## config.mk

```make
export PLATFORM = sky130hd
export DESIGN_NAME = frame_ctrl
export DESIGN_NICKNAME = d
export VERILOG_FILES = /design/src/rtl/frame_ctrl.sv
export SDC_FILE = /design/constraint.sdc
export NUM_CORES = 1
export LEC_CHECK = 0
export CORE_ASPECT_RATIO = 0.7
export CORE_MARGIN = 4
export CORE_UTILIZATION = 55
export CTS_BUF_LIST = sky130_fd_sc_hd__clkbuf_4
export DETAILED_ROUTE_END_ITERATION = 7
export MAX_ROUTING_LAYER = met4
export PLACE_DENSITY = 0.76
export SYNTH_ARGS = -nofsm -noshare
export SYNTH_HDL_FRONTEND = slang
export SYNTH_SLANG_ARGS = --single-unit
```

## constraint.sdc

```tcl
create_clock -name clk -period 3.4 [get_ports clk]
set_input_delay 0.68 -clock clk [delete_from_list [all_inputs] [get_ports clk]]
set_output_delay 0.68 -clock clk [all_outputs]
set_load 0.03 [all_outputs]
```

## src/rtl/frame_ctrl.sv

```systemverilog
// Purpose: admits one IMG_W x IMG_H frame at a time into the filter datapath and latches filter_sel per frame.
// Latency: first upstream beat accepted two cycles after up_tvalid rises in IDLE; up/dp handshake is combinational in RUN.
// Backpressure: in RUN up_tready follows dp_tready; outside RUN both up_tready and dp_tvalid are held low.
module frame_ctrl #(
    parameter int IMG_W   = 640,
    parameter int IMG_H   = 480,
    parameter int CNT_W   = 16,
    parameter int TIMEOUT = 4096
) (
    input  logic             clk,
    input  logic             rst,
    input  logic [3:0]       filter_req,
    output logic [3:0]       filter_sel,
    input  logic             up_tvalid,
    input  logic             up_tlast,
    output logic             up_tready,
    output logic             dp_tvalid,
    input  logic             dp_tready,
    input  logic             out_tvalid,
    input  logic             out_tready,
    input  logic             out_tlast,
    output logic             busy,
    output logic [CNT_W-1:0] frame_cnt,
    output logic             err
);

    localparam int TMO_W = $clog2(TIMEOUT + 1);
    localparam int OUT_W = 2 * CNT_W;

    localparam logic [CNT_W-1:0] COL_LAST = CNT_W'(IMG_W - 1);
    localparam logic [CNT_W-1:0] ROW_LAST = CNT_W'(IMG_H - 1);
    localparam logic [OUT_W-1:0] OUT_LAST = OUT_W'(IMG_W * IMG_H - 1);
    localparam logic [TMO_W-1:0] TMO_LAST = TMO_W'(TIMEOUT - 1);

    typedef enum logic [1:0] {
        IDLE  = 2'd0,
        LOAD  = 2'd1,
        RUN   = 2'd2,
        DRAIN = 2'd3
    } state_t;

    state_t           state;
    logic [CNT_W-1:0] col;
    logic [CNT_W-1:0] row;
    logic [OUT_W-1:0] out_cnt;
    logic [TMO_W-1:0] tmo;

    logic             up_beat;
    logic             out_beat;
    logic             in_final;
    logic             out_final;

    // Handshake gating: only RUN connects upstream to the datapath.
    always_comb begin
        dp_tvalid = 1'b0;
        up_tready = 1'b0;
        if (state == RUN) begin
            dp_tvalid = up_tvalid;
            up_tready = dp_tready;
        end
    end

    // Beat qualifiers and frame-position decodes.
    always_comb begin
        up_beat   = up_tvalid & up_tready;
        out_beat  = out_tvalid & out_tready;
        in_final  = (col == COL_LAST) && (row == ROW_LAST);
        out_final = (out_cnt == OUT_LAST);
    end

    assign busy = (state != IDLE);

    // Frame sequencer: state, position counters, output monitor, timeout and status flags.
    always_ff @(posedge clk or posedge rst) begin
        if (rst) begin
            state      <= IDLE;
            col        <= '0;
            row        <= '0;
            out_cnt    <= '0;
            tmo        <= '0;
            filter_sel <= '0;
            frame_cnt  <= '0;
            err        <= 1'b0;
        end else begin
            // Output-side monitor; an IDLE output beat has no frame to belong to.
            if (out_beat) begin
                if (state == IDLE) begin
                    err <= 1'b1;
                end else begin
                    out_cnt <= out_cnt + 1'b1;
                    if (out_tlast && !out_final) begin
                        err <= 1'b1;
                    end
                end
            end

            case (state)
                IDLE: begin
                    if (up_tvalid) begin
                        filter_sel <= filter_req;
                        col        <= '0;
                        row        <= '0;
                        out_cnt    <= '0;
                        tmo        <= '0;
                        state      <= LOAD;
                    end
                end

                // One settle cycle so filter_sel is stable before the first pixel.
                LOAD: begin
                    state <= RUN;
                end

                // Frame length is fixed by the counters; tlast is only checked.
                RUN: begin
                    if (up_beat) begin
                        if (up_tlast != in_final) begin
                            err <= 1'b1;
                        end
                        if (col == COL_LAST) begin
                            col <= '0;
                            row <= in_final ? '0 : row + 1'b1;
                        end else begin
                            col <= col + 1'b1;
                        end
                        if (in_final) begin
                            tmo   <= '0;
                            state <= DRAIN;
                        end
                    end
                end

                DRAIN: begin
                    if (out_beat) begin
                        tmo <= '0;
                        if (out_final) begin
                            if (!out_tlast) begin
                                err <= 1'b1;
                            end
                            frame_cnt <= frame_cnt + 1'b1;
                            state     <= IDLE;
                        end
                    end else if (tmo == TMO_LAST) begin
                        err   <= 1'b1;
                        state <= IDLE;
                    end else begin
                        tmo <= tmo + 1'b1;
                    end
                end

                default: state <= IDLE;
            endcase
        end
    end

endmodule

```

After elaboration in Yosys (flattened, before gate mapping)
Cells that the tools add are included.
{"block": "totals", "regBits": 100, "elab_cells": 80, "inputBits": 12}
{"block": "op_classes", "eq_ne": 15, "n_reduce_logical": 13, "n_bitwise": 2, "muxes": 37, "add_sub_neg": 5}
{"cell": "32-bit 2-to-1 mux", "n": 4}
{"cell": "16-bit 2-to-1 mux", "n": 6}
{"cell": "13-bit 2-to-1 mux", "n": 5}
{"cell": "16-bit case mux with 2 select lines", "n": 2}
{"cell": "16-bit by 1-bit adder with 16-bit output (second input constant)", "n": 3}
{"cell": "13-bit case mux with 3 select lines", "n": 1}
{"cell": "32-bit by 1-bit adder with 32-bit output (second input constant)", "n": 1}
{"cell": "32-bit by 19-bit == test with 1-bit output (second input constant)", "n": 1}
{"cell": "16-bit by 10-bit == test with 1-bit output (second input constant)", "n": 1}
{"cell": "16-bit by 9-bit == test with 1-bit output (second input constant)", "n": 1}
{"cell": "13-bit by 1-bit adder with 13-bit output (second input constant)", "n": 1}
{"cell": "13-bit by 12-bit == test with 1-bit output (second input constant)", "n": 1}
{"cell": "2-bit 2-to-1 mux", "n": 6}
{"cell": "1-bit 2-to-1 mux", "n": 11}
{"cell": "5-bit AND reduction", "n": 2}
{"cell": "3-bit != test (second input constant)", "n": 3}
{"cell": "2-bit case mux with 4 select lines", "n": 1}
{"cell": "2-bit != test (second input constant)", "n": 3}
{"cell": "3-bit AND reduction", "n": 2}
{"cell": "2-bit == test (second input constant)", "n": 2}
{"cell": "4-bit AND reduction", "n": 1}
{"cell": "2-bit nonzero test", "n": 2}
{"cell": "3-bit nonzero test", "n": 1}
{"cell": "1-bit bitwise AND", "n": 2}
{"cell": "8 further kinds", "n": 9}

Longest topological paths before layout
{"block": "logic_depth", "ltp_word": 10, "ltp_mapped": 10, "ltp_nobuf": 7}

Worst setup path before layout
Ideal clock, no wire load.
{"block": "synth_path", "kind": "reg2reg", "from": "reg state[0]", "to": "reg tmo[8]", "setup_slack_ns": 0.899, "t_arrival_ns": 2.397, "n_path_buf": 2, "required_ns": 3.296, "setup_time_ns": 0.104, "stages_incl_launch_ff": 10, "period_less_slack_ns": 2.501, "path_cell_list": "dfrtp_1 inv_1 ha_1 clkbuf_1 and2_1 nand2_1 o21a_1 or4_1 buf_2 o41ai_2"}
{"block": "synth_via", "elab_chain_cells": 5}
{"item": "start: declaration", "line": "42", "source": "state_t state;"}
{"item": "start signal: assignment", "line": "76", "source": "state <= IDLE;"}
{"item": "start signal: assignment", "line": "105", "source": "state <= LOAD;"}
{"item": "start signal: assignment", "line": "111", "source": "state <= RUN;"}
{"item": "2-bit == test", "line": "57, 97"}
{"item": "1-bit 2-to-1 mux", "line": "57", "source": "if (state == RUN) begin"}
{"item": "1-bit bitwise AND", "line": "65", "source": "up_beat = up_tvalid & up_tready;"}
{"item": "2-bit != test (no source line)"}
{"item": "5-bit AND reduction (no source line)"}
{"item": "end signal: assignment", "line": "147", "source": "tmo <= tmo + 1'b1;"}
{"item": "end: declaration", "line": "46", "source": "logic [TMO_W-1:0] tmo;"}
Parallel ways exist; a longest one is shown, timed or not.
A chain may end at the register's enable or synchronous reset.

Worst setup path in the final report
{"block": "layout_path", "from": "reg state[0]", "to": "out dp_tvalid"}
{"block": "layout_via", "elab_chain_cells": 2}
{"item": "2-bit == test", "line": "57"}
{"item": "1-bit 2-to-1 mux", "line": "57"}
{"item": "end: declaration", "line": "17", "source": "output logic dp_tvalid,"}
No other way between the ends.

==> results.json <==
{
  "status": "completed",
  "hpwl_um": 8460,
  "yosysTopAreaCell": "dfrtp_1",
  "drtIter0Drc": 359,
  "cp-start-kind": "flip-flop",
  "power_uw": 2930,
  "ant_nets": 0,
  "post_synth.cell_area_avg_um2": 9.55,
  "crit_path_end": "dp_tvalid",
  "ioPinCount": 36,
  "clockPowerShare_pct": 22.1,
  "syn_area_um2": 5360,
  "reg2reg_depth": 7,
  "crit_family": "buffers and inverters",
  "path_cells": "inv_1, ha_1, and2_1, clkdlybuf4s50_1",
  "synth_area_leaders": "dfrtp_1 47%, xnor2_1 5.6%, nor2_1 3.9%",
  "drv_slew": 0,
  "fin_nets": 611,
  "yosys_warnings": 0,
  "cp_num_buf_inv": 2,
  "relSlewSlack_pct": 40.7,
  "grt_pass1_wl_um": 20300,
  "vias_per_cell": 6.09,
  "die_height_um": 90.6,
  "seqPwrFrac_pct": 46.2,
  "regToRegEndpoint": "tmo[5]",
  "p_comb_share_pct": 31.7,
  "yosysSeqAreaShare_pct": 46.7,
  "routabilityCongestion": 0.852,
  "cts.sinks": 100,
  "synth_common_cells": "100 x dfrtp_1, 55 x nor2_1, 37 x nand3_1",
  "timing.fmax_ghz": 0.340,
  "critPathLaunch": "state[0]",
  "track_usage_pct": 22.2,
  "grt_max_degree": 101,
  "finalWirelength_um": 12000,
  "endpoint_kind": "output pin",
  "ctsHoldBuffers": 0,
  "synth_flop_cell": "dfrtp_1",
  "grt_pass1_vias": 4213,
  "p_int_uw": 1840,
  "area_growth_pct": 12.1,
  "rows": 29,
  "htreeDepth": 3,
  "min_period_over_period_pct": 86.6,
  "timing.rr.start": "state[0]",
  "finalSetupTns_ps": 0,
  "p_sw_uw": 1090,
  "finalSetupViolations": 0,
  "leakage_uw": 0.00248,
  "clockBufferDepth": 2,
  "worst_ir_drop_vdd_v": 0.000270,
  "drt_pass1_iterations": 5,
  "cp.arrival_ps": 2260,
  "worst_pin_slew_ps": 879,
  "drive_above_1_share_pct": 7.21,
  "io_buffers": 35,
  "worst-path-max-fanout": 10,
  "start_util_pct": 57.7,
  "diodes": 0,
  "drc_errors": 0,
  "powerDensity_nw_per_um2": 487,
  "slowest_stage": "clkdlybuf4s50_1",
  "regToRegSetupSlack_ps": 640,
  "cap_violations": 0,
  "core_um2": 9290,
  "critical_path.max_stage_delay_ps": 670,
  "die_area_um2": 11400,
  "synthCells": 561,
  "cts_root_buffer": "clkbuf_4",
  "yosys_register_bits": 100,
  "min-delay-start": "frame_cnt[15]",
  "crit_type": "reg2out",
  "die_w_um": 126,
  "grt_antenna_before_repair": 0,
  "wire_per_inst_um": 16.6,
  "final-hold-violation-count": 0,
  "crit_required_ps": 2720,
  "synth_edf_count": 0,
  "cts_inserted_buffers": 9,
  "overflow": 0,
  "post-cts-setup-buffers": 0,
  "rsz0062_at_grt": "false",
  "via_count": 4388,
  "yosysTopAreaCellShare_pct": 46.7,
  "cts_tree": "yes",
  "path_clk_slew_ps": 160,
  "switching_share_pct": 37.1,
  "synth_nets": 581,
  "crit_cells": 4,
  "yosys.cell_count.top_type": "dfrtp_1",
  "hold_class": "reg2reg",
  "insertion_delay_ps": 480,
  "async_flop_share_pct": 100,
  "ys_types": 49,
  "skew_ps": 19.6,
  "cts-resized-gates": 0,
  "finalCriticalPeriod_ps": 2940
}
==> cell usage in the layout (no fill, tap or decap), drive strengths merged, types with 10 or more instances in the layout <==
master	netlist	final
and3	16	16
clkdlybuf4s50	0	35
and2	13	13
and4	11	11
nand4	27	27
o21ai	23	23
nor4	20	20
clkbuf	22	10
inv	17	17
or3	13	13
a21oi	19	19
buf	4	10
dfrtp	100	100
xor2	19	19
nand2	36	36
nor3	13	13
nor2	55	55
xnor2	34	34
nand3	37	37
o41ai	13	13
==> kinds of logic after synthesis <==
group	Yosys count	share of synthesized area (%)
simple gates	260	26.4
mux	14	2.82
flops	100	46.7
compound gates	83	10.5
fa+ha+maj	8	1.87
xor+xnor	53	8.66
buf+inv	43	3.03
==> power groups by stage <==
| stage | registers, µW | clock network (µW) | logic (µW) |
|---|---|---|---|
| detailed placement | 1370 | 0 | 928 |
| floorplan | 1410 | 0 | 604 |
| global placement | 1360 | 0 | 898 |
| global route | 1360 | 706 | 1030 |
| finish | 1350 | 647 | 927 |
| CTS | 1350 | 661 | 932 |
==> stage by stage <==
stage               worst slack, ps  hold WS [ps]  std cells  cell area, µm²  utilization [%]
detailed placement              413           458        704            5870             63.2
global route                    341           508        720            6010             64.7
finish                          456           474        720            6010             64.7
floorplan                       101           451        561            5360                -
global placement                535           455        704            5870             63.2
CTS                             423           480        720            6010             64.7
==> area by class of cell <==
class                      instances  area [µm²]
sequential                       100        2500
fill                             779        3280
multi-input combinational        418        2710
inverter                          17        66.3
tap                              124         155
timing repair buffer              45         438
clock inverter                     6        65.1
clock buffer                      10        75.1
==> metal layers <==
layer	vias to the layer above	part of all wire [%]	global-route usage, %
li1	2108	-	-
met1	2130	48	30.4
met2	128	45	31.9
met3	22	5.3	5.26
met4	0	2.3	9.02
met5	-	0	-
==> worst min-delay path by stage <==
stage / end / slack (ps) / cells past startpoint
after floorplan: tmo[11] / 450 / 1
after global placement: frame_cnt[15] / 460 / 1
after detailed placement: frame_cnt[15] / 460 / 1
after CTS: frame_cnt[15] / 480 / 1
after global routing: frame_cnt[15] / 510 / 1
final: frame_cnt[15] / 470 / 1
==> state kept, by name, summed over array words and instances, names as in the netlist <==
signal	count
frame_cnt	16
state	2
col	16
filter_sel	4
err	1
tmo	13
out_cnt	32
row	16
Note: power is estimated with default switching activity, not from simulation.
